## config.mk

```make
export PLATFORM = sky130hd
export DESIGN_NAME = network_stream_feeder
export DESIGN_NICKNAME = d
export VERILOG_FILES = /design/src/rtl/network_stream_feeder.sv
export SDC_FILE = /design/constraint.sdc
export NUM_CORES = 1
export LEC_CHECK = 0
export BUFFER_PORTS_ARGS = -buffer_cell sky130_fd_sc_hd__buf_2
export CELL_PAD_IN_SITES_DETAIL_PLACEMENT = 1
export CELL_PAD_IN_SITES_GLOBAL_PLACEMENT = 1
export CORE_UTILIZATION = 51
export DETAILED_ROUTE_END_ITERATION = 8
export MAX_ROUTING_LAYER = met4
export PLACE_DENSITY_LB_ADDON = 0.2
export SLEW_MARGIN = 30
export SYNTH_ARGS = -nofsm -noshare
export SYNTH_HDL_FRONTEND = slang
export SYNTH_SLANG_ARGS = --single-unit
```

## constraint.sdc

```tcl
create_clock -name clk -period 3.2 [get_ports clk]
set_clock_uncertainty 0.05 [all_clocks]
set_input_delay 0.48 -clock clk [delete_from_list [all_inputs] [get_ports clk]]
set_output_delay 0.48 -clock clk [all_outputs]
set_load 0.02 [all_outputs]
```

## src/rtl/network_stream_feeder.sv

```systemverilog
// network_stream_feeder
// Replays a buffer of up to DEPTH samples into a valid/ready stream for on-chip self-test.
// Samples are loaded through a write port while IDLE; a start pulse replays them in write
// order. An optional LFSR throttle inserts idle cycles between beats.
// Ports:
//   clk, reset       clock (rising edge), asynchronous active-low reset
//   wr_en, wr_data   append a sample to the buffer (IDLE only)
//   clear            empty the buffer (IDLE only)
//   start            begin replay (IDLE only)
//   throttle_en      gate new beats with LFSR bit 0
//   m_ready          downstream accepts the current beat
//   m_valid,data_out beat being offered downstream
//   wr_full          buffer holds DEPTH samples
//   loaded_count     number of samples held
//   busy             replay in progress
//   done             one-cycle pulse after the last beat is accepted
module network_stream_feeder #(
  parameter int unsigned T     = 8,
  parameter int unsigned DEPTH = 16,
  parameter logic [15:0] SEED  = 16'hACE1
) (
  input  logic                         clk,
  input  logic                         reset,
  input  logic                         wr_en,
  input  logic [T-1:0]                 wr_data,
  input  logic                         clear,
  input  logic                         start,
  input  logic                         throttle_en,
  input  logic                         m_ready,
  output logic                         m_valid,
  output logic [T-1:0]                 data_out,
  output logic                         wr_full,
  output logic [$clog2(DEPTH+1)-1:0]   loaded_count,
  output logic                         busy,
  output logic                         done
);

  localparam int unsigned CW = $clog2(DEPTH + 1);
  localparam int unsigned PW = $clog2(DEPTH);

  typedef enum logic [1:0] {StIdle, StRun, StDone} state_e;

  state_e          state_q, state_d;
  logic [CW-1:0]   cnt_q, cnt_d;
  logic [PW-1:0]   rd_ptr_q, rd_ptr_d;
  logic            valid_q, valid_d;
  logic [T-1:0]    data_q, data_d;
  logic            done_q, done_d;
  logic [15:0]     lfsr_q;
  logic            wr_we;
  logic [T-1:0]    sample_mem [DEPTH];

  logic            full;
  logic            gate;
  logic            hs;
  logic            last;
  logic [PW-1:0]   rd_next;

  assign full    = (cnt_q == CW'(DEPTH));
  assign gate    = !throttle_en || lfsr_q[0];
  assign hs      = valid_q && m_ready;
  assign last    = (CW'(rd_ptr_q) == (cnt_q - CW'(1)));
  assign rd_next = rd_ptr_q + PW'(1);

  always_comb begin
    state_d  = state_q;
    cnt_d    = cnt_q;
    rd_ptr_d = rd_ptr_q;
    valid_d  = valid_q;
    data_d   = data_q;
    done_d   = 1'b0;
    wr_we    = 1'b0;
    case (state_q)
      StIdle: begin
        if (start) begin
          rd_ptr_d = '0;
          state_d  = (cnt_q != '0) ? StRun : StDone;
          done_d   = (cnt_q == '0);
        end else if (clear) begin
          cnt_d = '0;
        end else if (wr_en && !full) begin
          wr_we = 1'b1;
          cnt_d = cnt_q + CW'(1);
        end
      end
      StRun: begin
        if (hs) begin
          if (last) begin
            valid_d = 1'b0;
            state_d = StDone;
            done_d  = 1'b1;
          end else begin
            rd_ptr_d = rd_next;
            // Load the next beat on the same edge for back-to-back streaming
            valid_d  = gate;
            if (gate) data_d = sample_mem[rd_next];
          end
        end else if (!valid_q && gate) begin
          valid_d = 1'b1;
          data_d  = sample_mem[rd_ptr_q];
        end
      end
      StDone: begin
        state_d = StIdle;
      end
      default: begin
        state_d = StIdle;
        valid_d = 1'b0;
      end
    endcase
  end

  always_ff @(posedge clk or negedge reset) begin
    if (!reset) begin
      state_q  <= StIdle;
      cnt_q    <= '0;
      rd_ptr_q <= '0;
      valid_q  <= 1'b0;
      data_q   <= '0;
      done_q   <= 1'b0;
      lfsr_q   <= SEED;
    end else begin
      state_q  <= state_d;
      cnt_q    <= cnt_d;
      rd_ptr_q <= rd_ptr_d;
      valid_q  <= valid_d;
      data_q   <= data_d;
      done_q   <= done_d;
      // Fibonacci taps 16,14,13,11
      lfsr_q   <= {lfsr_q[14:0], lfsr_q[15] ^ lfsr_q[13] ^ lfsr_q[12] ^ lfsr_q[10]};
    end
  end

  // Buffer contents need no reset; loaded_count defines which entries are valid
  always_ff @(posedge clk) begin
    if (wr_we) sample_mem[cnt_q[PW-1:0]] <= wr_data;
  end

  assign m_valid      = valid_q;
  assign data_out     = data_q;
  assign wr_full      = full;
  assign loaded_count = cnt_q;
  assign busy         = (state_q == StRun);
  assign done         = done_q;

endmodule

```

======== Word level (Yosys, flattened, before mapping) ========
Memory sizes are Yosys's and may differ from the RTL's.
Index checks and enable logic that the tools add are counted.
operators by class
  add/sub/neg operators ................... 3
  eq/ne operators ......................... 11
  mux-type cells .......................... 29
  bitwise logic cells ..................... 5
  reduce and logical (&&, ||, !) cells .... 19
operators with widths
  kind                   number
  $mux W8                4
  $mux W1                12
  $mux W4                3
  $mux W5                2
  $mux W2                4
  $ne A2 B2 Y1 const B   4
  $pmux W4 S2            1
  $reduce_and A4 Y1      2
  $reduce_and A3 Y1      2
  $reduce_bool A2 Y1     3
  $add A5 B1 Y5 const B  1
  $eq A4 B5 Y1           1
  $eq A5 B5 Y1 const B   1
  $logic_not A5 Y1       1
  $reduce_bool A5 Y1     1
  $sub A5 B1 Y5 const B  1
  $add A4 B1 Y4 const B  1
  $ne A2 B1 Y1 const B   2
  $pmux W1 S2            2
  $pmux W2 S2            1
  $logic_and A1 B1 Y1    3
  $logic_not A1 Y1       3
  $ne A3 B1 Y1 const B   1
  $xor A1 B1 Y1          3
  7 further kinds        8
word-level totals
  bits in registers ....................... 37
  RAM bits ................................ 128
  memories kept ........................... 1
memories
  name        depth  bits a word  read ports  clocked after Yosys merged registers in  wr ports  RTL line  RTL
  sample_mem  16     8            2           0                                        1         51        logic [T-1:0] sample_mem [DEPTH];

======== Logic depth before layout (Yosys ltp) ========
Gate-level depths: netlist of the first run.
  depth in word-level cells ............... 9
  depth in mapped cells ................... 8
  mapped depth without buffers ............ 7

======== Worst setup path after synthesis of the first run ========
Ideal clock, no wire load.
  path kind ............................... register -> register
  start point ............................. reg cnt_q[0], in the netlist loaded_count[0]
  end point ............................... mem sample_mem[1][0] (enable)
  data arrival time ....................... 2.189 ns
  required time ........................... 2.755 ns
  path slack .............................. 0.567 ns
  cell stages (with the launch flop) ...... 6
  clock period less this slack ............ 2.633 ns
  cells stage by stage .................... dfrtp_1 -> inv_1 -> ha_1 -> nand4bb_1 -> nand3_1 -> nor4_1
between the ends
  cells in the longest elaborated chain, start to end .. 9
ends and longest elaborated chain
  item                           RTL line  RTL
  from (decl)                    44        logic [CW-1:0] cnt_q, cnt_d;
  from (signal assigned)         124       cnt_q <= cnt_d;
  $eq A5 B5 Y1                   59        assign full = (cnt_q == CW'(DEPTH));
  $logic_not A1 Y1               81        end else if (wr_en && !full) begin
  $logic_and A1 B1 Y1            81
  $mux W1                        81
  $mux W1                        79        end else if (clear) begin
  $mux W1                        75        if (start) begin
  $mux W1                        73        case (state_q)
  $mux W1                        136       if (wr_we) sample_mem[cnt_q[PW-1:0]] <= wr_data;
  $mux W1 (not written as such)  136
  to (decl)                      51
Parallel ways exist; a longest one is shown, timed or not.

======== Worst setup path in the final report of the first run ========
  start point ............................. reg rd_ptr_q[0]
  end point ............................... reg data_q[5], in the netlist data_out[5]
between the ends
  cells in the longest elaborated chain, start to end .. 5
  elaborated cells between the ends (all ways) .. 9
ends and longest elaborated chain
  item                    RTL line  RTL
  from (decl)             45        logic [PW-1:0] rd_ptr_q, rd_ptr_d;
  from (signal assigned)  125       rd_ptr_q <= rd_ptr_d;
  $add A4 B1 Y4           63        assign rd_next = rd_ptr_q + PW'(1);
  $mem_v2 Z16 W8          -
  $mux W8                 96        if (gate) data_d = sample_mem[rd_next];
  $mux W8                 88        if (last) begin
  $mux W8                 87        if (hs) begin
  to (signal assigned)    127       data_q <= data_d;
  to (decl)               47        logic [T-1:0] data_q, data_d;
Parallel ways exist; a longest one is shown, timed or not. The select of a mux whose other input is x is not followed.
A chain may end at the register's enable or synchronous reset.

==> results of run 1 <==
-- cells in the mapped netlist, drive strengths merged, types with 15 or more instances --
library cell and count:
a2111oi 32, a21oi 19, a22o 17, a22oi 16
a31oi 18, and3 38, buf 22, clkbuf 27
dfrtp 29, edfxtp 128, mux2i 98, nand2 17
nor2b 37, nor3 15, nor4 20
-- report_power, final --
group | switching [uW] | internal [uW] | leakage, uW
clock network | 841 | 1340 | 0.000318
registers | 160 | 2420 | 0.00161
logic | 1030 | 587 | 0.00127
total | 2030 | 4350 | 0.00320
-- logic make-up after synthesis --
logic type      count (synthesis)  synth area share, %
flops                         165                 59.3
simple gates                  154                 11.3
compound gates                122                 11.1
mux                            98                 12.2
fa+ha+maj                       6                0.931
xor+xnor                       14                 1.71
buf+inv                        60                 3.52
-- metrics by stage --
stage / instances / setup WS, ns
after global placement: 835 / 0.596
final: 869 / 0.375
after global routing: 869 / 0.278
after floorplan: 619 / 0.567
after detailed placement: 835 / 0.460
after CTS: 867 / 0.400
-- worst max-delay path, cell delays in order (launching register included) --
cell     delay [ns]
dfrtp_4        0.44
buf_12         0.55
nand3_1        0.25
xnor2_1        0.27
nor2b_1        0.57
a22oi_1        0.14
a31oi_1        0.23
-- layer usage --
metal  GRT usage, %  part of all wire [%]
met3           6.30                   4.7
met4           9.62                   1.9
met1           36.6                    44
met5              -                     0
met2           48.3                    50
-- layout make-up --
cell class	count	area, um2	share of cell area (%)
Sequential cell	165	4780	52.4
Multi-Input combinational cell	394	3030	33.3
Clock buffer	24	536	5.87
Timing Repair Buffer	54	353	3.87
Tap cell	211	264	2.89
Clock inverter	8	104	1.14
Inverter	11	41.3	0.453
Antenna cell	2	5.00	0.0549
-- worst paths after layout --
check	from	to	depth (start not counted)
hold reg to reg	lfsr_q[2]$_DFF_PN0_	lfsr_q[3]$_DFF_PN0_	0
max in group asynchronous	reset	rd_ptr_q[0]$_DFFE_PN0P_	1
setup reg to reg	rd_ptr_q[0]$_DFFE_PN0P_	data_out[5]$_DFFE_PN0P_	6
min in group clk	lfsr_q[2]$_DFF_PN0_	lfsr_q[3]$_DFF_PN0_	0
hold / removal	reset	rd_ptr_q[0]$_DFFE_PN0P_	1
setup / recovery	rd_ptr_q[0]$_DFFE_PN0P_	data_out[5]$_DFFE_PN0P_	6
-- registers in the layout (all words and copies together) (netlist names) --
register      flops
data_out          8
done              1
lfsr_q           16
loaded_count      5
m_valid           1
rd_ptr_q          4
sample_mem      128
state_q           2
==> results.txt, run 1 <==
Hold Worst Slack - 0.109 ns
final RePlAce weighted congestion - 0.809
Die X-Extent - 128 um
clock root buffer - clkbuf_16
largest net degree at the start of global routing - 166
top post-synthesis cells by area - edfxtp_1 (48%), mux2i_1 (12%), dfrtp_1 (9.0%)
# setup viols final - 0
Post-Syn Area - 0.00806 mm2
GRT Util Overall - 29.5%
R2R setup slack - 0.37 ns
ANT nets after route - 0
#FFs+latches synth - 165
EDFF count, synth - 128
vias in the first global route - 5702
post-DP HPWL - 14300 um
post-synth cell types - 46
core footprint - 0.0153 mm2
max-cap violation count - 0
H-tree depth - 4
startpoint type of the worst setup path - flop
Lkg Pwr - 0.00320 uW
Tot Pwr - 6380 uW
design area - 0.00912 mm2
Yosys top cell area share - 47.7%
first-pass GRT wire length - 33600 um
Final Hold Viols - 0
CP endpoint kind - flop
syn_area_per_cell - 13.0 um2
critical path required time - 3.50 ns
Num CTS Buffers - 17
Synth Net Count - 640
ys async rst share - 22.4%
Worst Path Max Fanout - 165
FMAX - 354 MHz
Worst-Margin Slew - 0.999 ns
status - completed
Power per Cell Area - 699 mW/mm2
clock slew at reported path FFs - 0.06 ns
Die Ht - 128 um
hold_buf cts - 0
RSZ-0062 raised after global routing - no
Setup CP Type - flop to flop
wire per inst - 25.2 um
Tmin final - 2.83 ns
Area after DPL - 0.00848 mm2
# Post-CTS Setup Buffers - 0
vias per cell - 6.33
Area Growth Syn to Fin - 13.1%
Iter 0 DRT Violations - 461
fraction of layout cells with a size suffix above 1 - 15.5%
CP arrival - 3.12 ns
Yosys top cell by area - edfxtp_1
# IOs - 32
Synth Flop Type - edfxtp_1
Vias - 5502
period utilization - 88.3%
most common cell after layout, fill and taps aside - edfxtp_1
Port-buffer cells - 31
Setup TNS - 0 ns
drt pass-1 iters - 5
clock latency on the worst-skew pair - 0.43 ns
Final nets - 664
Die Area - 0.0163 mm2
TritonCTS sink count - 165
Slew Limit Fails - 0
clock buffer depth - 2
sequential area share after synthesis - 59.3%
normalized max-slew margin - 33.4%
peak supply drop - 0.000521 V
fin util - 59.6%
Yosys warning count - 0
final wirelength - 21900 um
CTS tree - built
gr ovfl total - 0
initial antenna violation count - 2
Hold Path Class - primary input to async pin
# fillers - 1490
FP Rows - 45
Post-Syn Instances - 619
remaining routing DRC violations - 0
Starting Density - 52.7%
CTS resizes - 0
most frequent cells in the layout - edfxtp_1 (128), mux2i_1 (98), and3_1 (38)
Note: power is estimated with default switching activity, not from simulation.
==> inputs of run 2 (changes only) <==
CORE_ASPECT_RATIO = 1.1   (was default)
RECOVER_POWER = 25   (was default)
==> run 2 against run 1 <==
Against the previous run:
- sequential power barely moved
- worst setup slack got worse by 0.12 ns
- critical path depth did not move
- die area barely moved
- wire length rose by 2.5%
- largest power group unchanged
- highest routed layer unchanged
==> results.txt, run 2 (same netlist as run 1, synthesis figures left out) <==
P_int - 4020 uW (-7.6%)
n_diodes - 0 (-2)
period utilization - 92.1% (+3.8 points)
Hold Worst Slack - 0.122 ns (+0.0134 ns)
Starting Density - 52.9% (+0.29 points)
clock root buffer - clkbuf_16
H-tree depth - 4 (unchanged)
Tmin final - 2.95 ns (+0.123 ns)
largest net degree at the start of global routing - 166 (unchanged)
multi-input combinational cell area - 0.00304 mm2 (+0.12%)
# fillers - 1516 (+1.7%)
CP arrival - 3.24 ns (+0.12 ns)
clock slew at reported path FFs - 0.07 ns (about the same)
post-DP HPWL - 14000 um (-2.0%)
Die X-Extent - 122 um (-4.6%)
hold_buf cts - 0 (unchanged)
CP endpoint kind - flop
status - completed
final wirelength - 22400 um (+2.5%)
GRT Util Overall - 29.8% (+0.32 points)
number of flip-flops in the largest register - 128 (unchanged)
Setup CP Type - flop to flop
Setup TNS - 0 ns (unchanged)
Worst Path Max Fanout - 165 (unchanged)
Slew Limit Fails - 0 (unchanged)
startpoint type of the worst setup path - flop
Port-buffer cells - 31 (unchanged)
drt pass-1 iters - 5 (unchanged)
sequential power share - 42.4% (+1.9 points)
# IOs - 32 (unchanged)
Die Area - 0.0163 mm2 (about the same)
Power per Cell Area - 674 mW/mm2 (-3.6%)
Vias - 5561 (+1.1%)
vias in the first global route - 5842 (+2.5%)
combinational group share of total power - 27.2% (+1.9 points)
gr ovfl total - 0 (unchanged)
final worst slack - 0.252 ns (-0.123 ns)
CTS tree - built
clock latency on the worst-skew pair - 0.43 ns (about the same)
fraction of layout cells with a size suffix above 1 - 14.2% (-1.4 points)
peak supply drop - 0.000391 V (-25%)
Num CTS Buffers - 17 (unchanged)
first-pass GRT wire length - 34400 um (+2.3%)
Worst-Margin Slew - 0.959 ns (-0.0400 ns)
Final Hold Viols - 0 (unchanged)
RSZ-0062 raised after global routing - no
most frequent cells in the layout - edfxtp_1 (128), mux2i_1 (98), and3_1 (38)
remaining routing DRC violations - 0 (unchanged)
wire per inst - 26.3 um (+4.4%)
# Post-CTS Setup Buffers - 0 (unchanged)
Clk network pwr share - 30.4% (-3.8 points)
vias per cell - 6.52 (+3.0%)
Reg area - 0.00478 mm2 (unchanged)
Final nets - 665 (+0.15%)
TritonCTS sink count - 165 (unchanged)
FMAX - 339 MHz (-4.2%)
Setup Slack @ Placement - 0.364 ns (-0.0962 ns)
Area Growth Syn to Fin - 11.5%
clock buffer depth - 2 (unchanged)
core footprint - 0.0152 mm2 (-0.55%)
CTS resizes - 0 (unchanged)
sw frac - 33.7% (+1.9 points)
fin util - 59.0% (-0.52 points)
Lkg Pwr - 0.00312 uW (-2.6%)
Sw Pwr - 2040 uW (+0.78%)
critical path required time - 3.49 ns (about the same)
most common cell after layout, fill and taps aside - edfxtp_1
Die Ht - 134 um (+4.8%)
normalized max-slew margin - 36.1% (+2.7 points)
Hold Path Class - primary input to async pin
# setup viols final - 0 (unchanged)
final RePlAce weighted congestion - 0.868 (+7.3%)
ANT nets after route - 0 (unchanged)
Tot Pwr - 6060 uW (-4.9%)
max-cap violation count - 0 (unchanged)
FP Rows - 47 (+4.4%)
initial antenna violation count - 0 (-2)
Iter 0 DRT Violations - 512 (+11%)
-- run 2: cell count changes in the layout (fill, tap and decap cells not counted), moves of 2 or more --
cell,change
diode_2,-2
clkbuf_16,-3
clkinv_1,+4
inv_4,-2
buf_2,-6
clkinvlp_4,+3
bufinv_16,-2
clkbuf_8,-2
clkbuf_1,+7
-- run 2: path summary, 6_finish.rpt --
check	startpoint	end	slack, ns	cells past startpoint
worst max-delay path	rd_ptr_q[0]$_DFFE_PN0P_	data_out[3]$_DFFE_PN0P_	0.25	6
worst min-delay path	reset	loaded_count[1]$_DFFE_PN0P_	0.12	1
worst max register to register	rd_ptr_q[0]$_DFFE_PN0P_	data_out[3]$_DFFE_PN0P_	0.25	6
worst min register to register	lfsr_q[8]$_DFF_PN0_	lfsr_q[9]$_DFF_PN0_	0.31	0
max in group asynchronous	reset	rd_ptr_q[0]$_DFFE_PN0P_	2.32	1
min in group clk	lfsr_q[8]$_DFF_PN0_	lfsr_q[9]$_DFF_PN0_	0.31	0
-- run 2: final cells by class --
class / count / area share (%)
repair buffers: 55 / 4.06
flip-flops and latches: 165 / 53.2
multi-input cells: 394 / 33.8
clock inverters: 12 / 0.905
clock buffers: 20 / 4.86
inverters: 11 / 0.459
well taps: 196 / 2.73
-- run 2: critical path: stages, from the launching register on --
cell and delay [ns]:
dfrtp_4 0.44, buf_12 0.59, nand3_1 0.27, xnor2_1 0.24, nor2b_1 0.69, a22oi_1 0.17, a31oi_1 0.22
-- run 2: power groups by stage --
stage / combinational, uW / clock (uW) / sequential [uW]
6_report: 1650 / 1840 / 2570
5_1_grt: 1770 / 1930 / 2580
4_1_cts: 1640 / 1860 / 2570
3_5_place_dp: 1620 / 0 / 2610
3_3_place_gp: 1570 / 0 / 2600
2_1_floorplan: 1060 / 0 / 2630
-- run 2: routing by layer --
metal / up-vias / global-route usage [%] / share of wire [%]
li1: 2464 / - / -
met1: 2822 / 36.7 / 41
met2: 225 / 47.3 / 50
met3: 50 / 5.48 / 5.1
met4: 0 / 14.3 / 4.1
met5: - / - / 0
-- run 2: per-stage QoR --
| step | cells | area, um2 |
|---|---|---|
| CTS | 853 | 8990 |
| global route | 853 | 8990 |
| global placement | 821 | 8480 |
| floorplan | 619 | 8060 |
| finish | 853 | 8990 |
| detailed placement | 821 | 8480 |
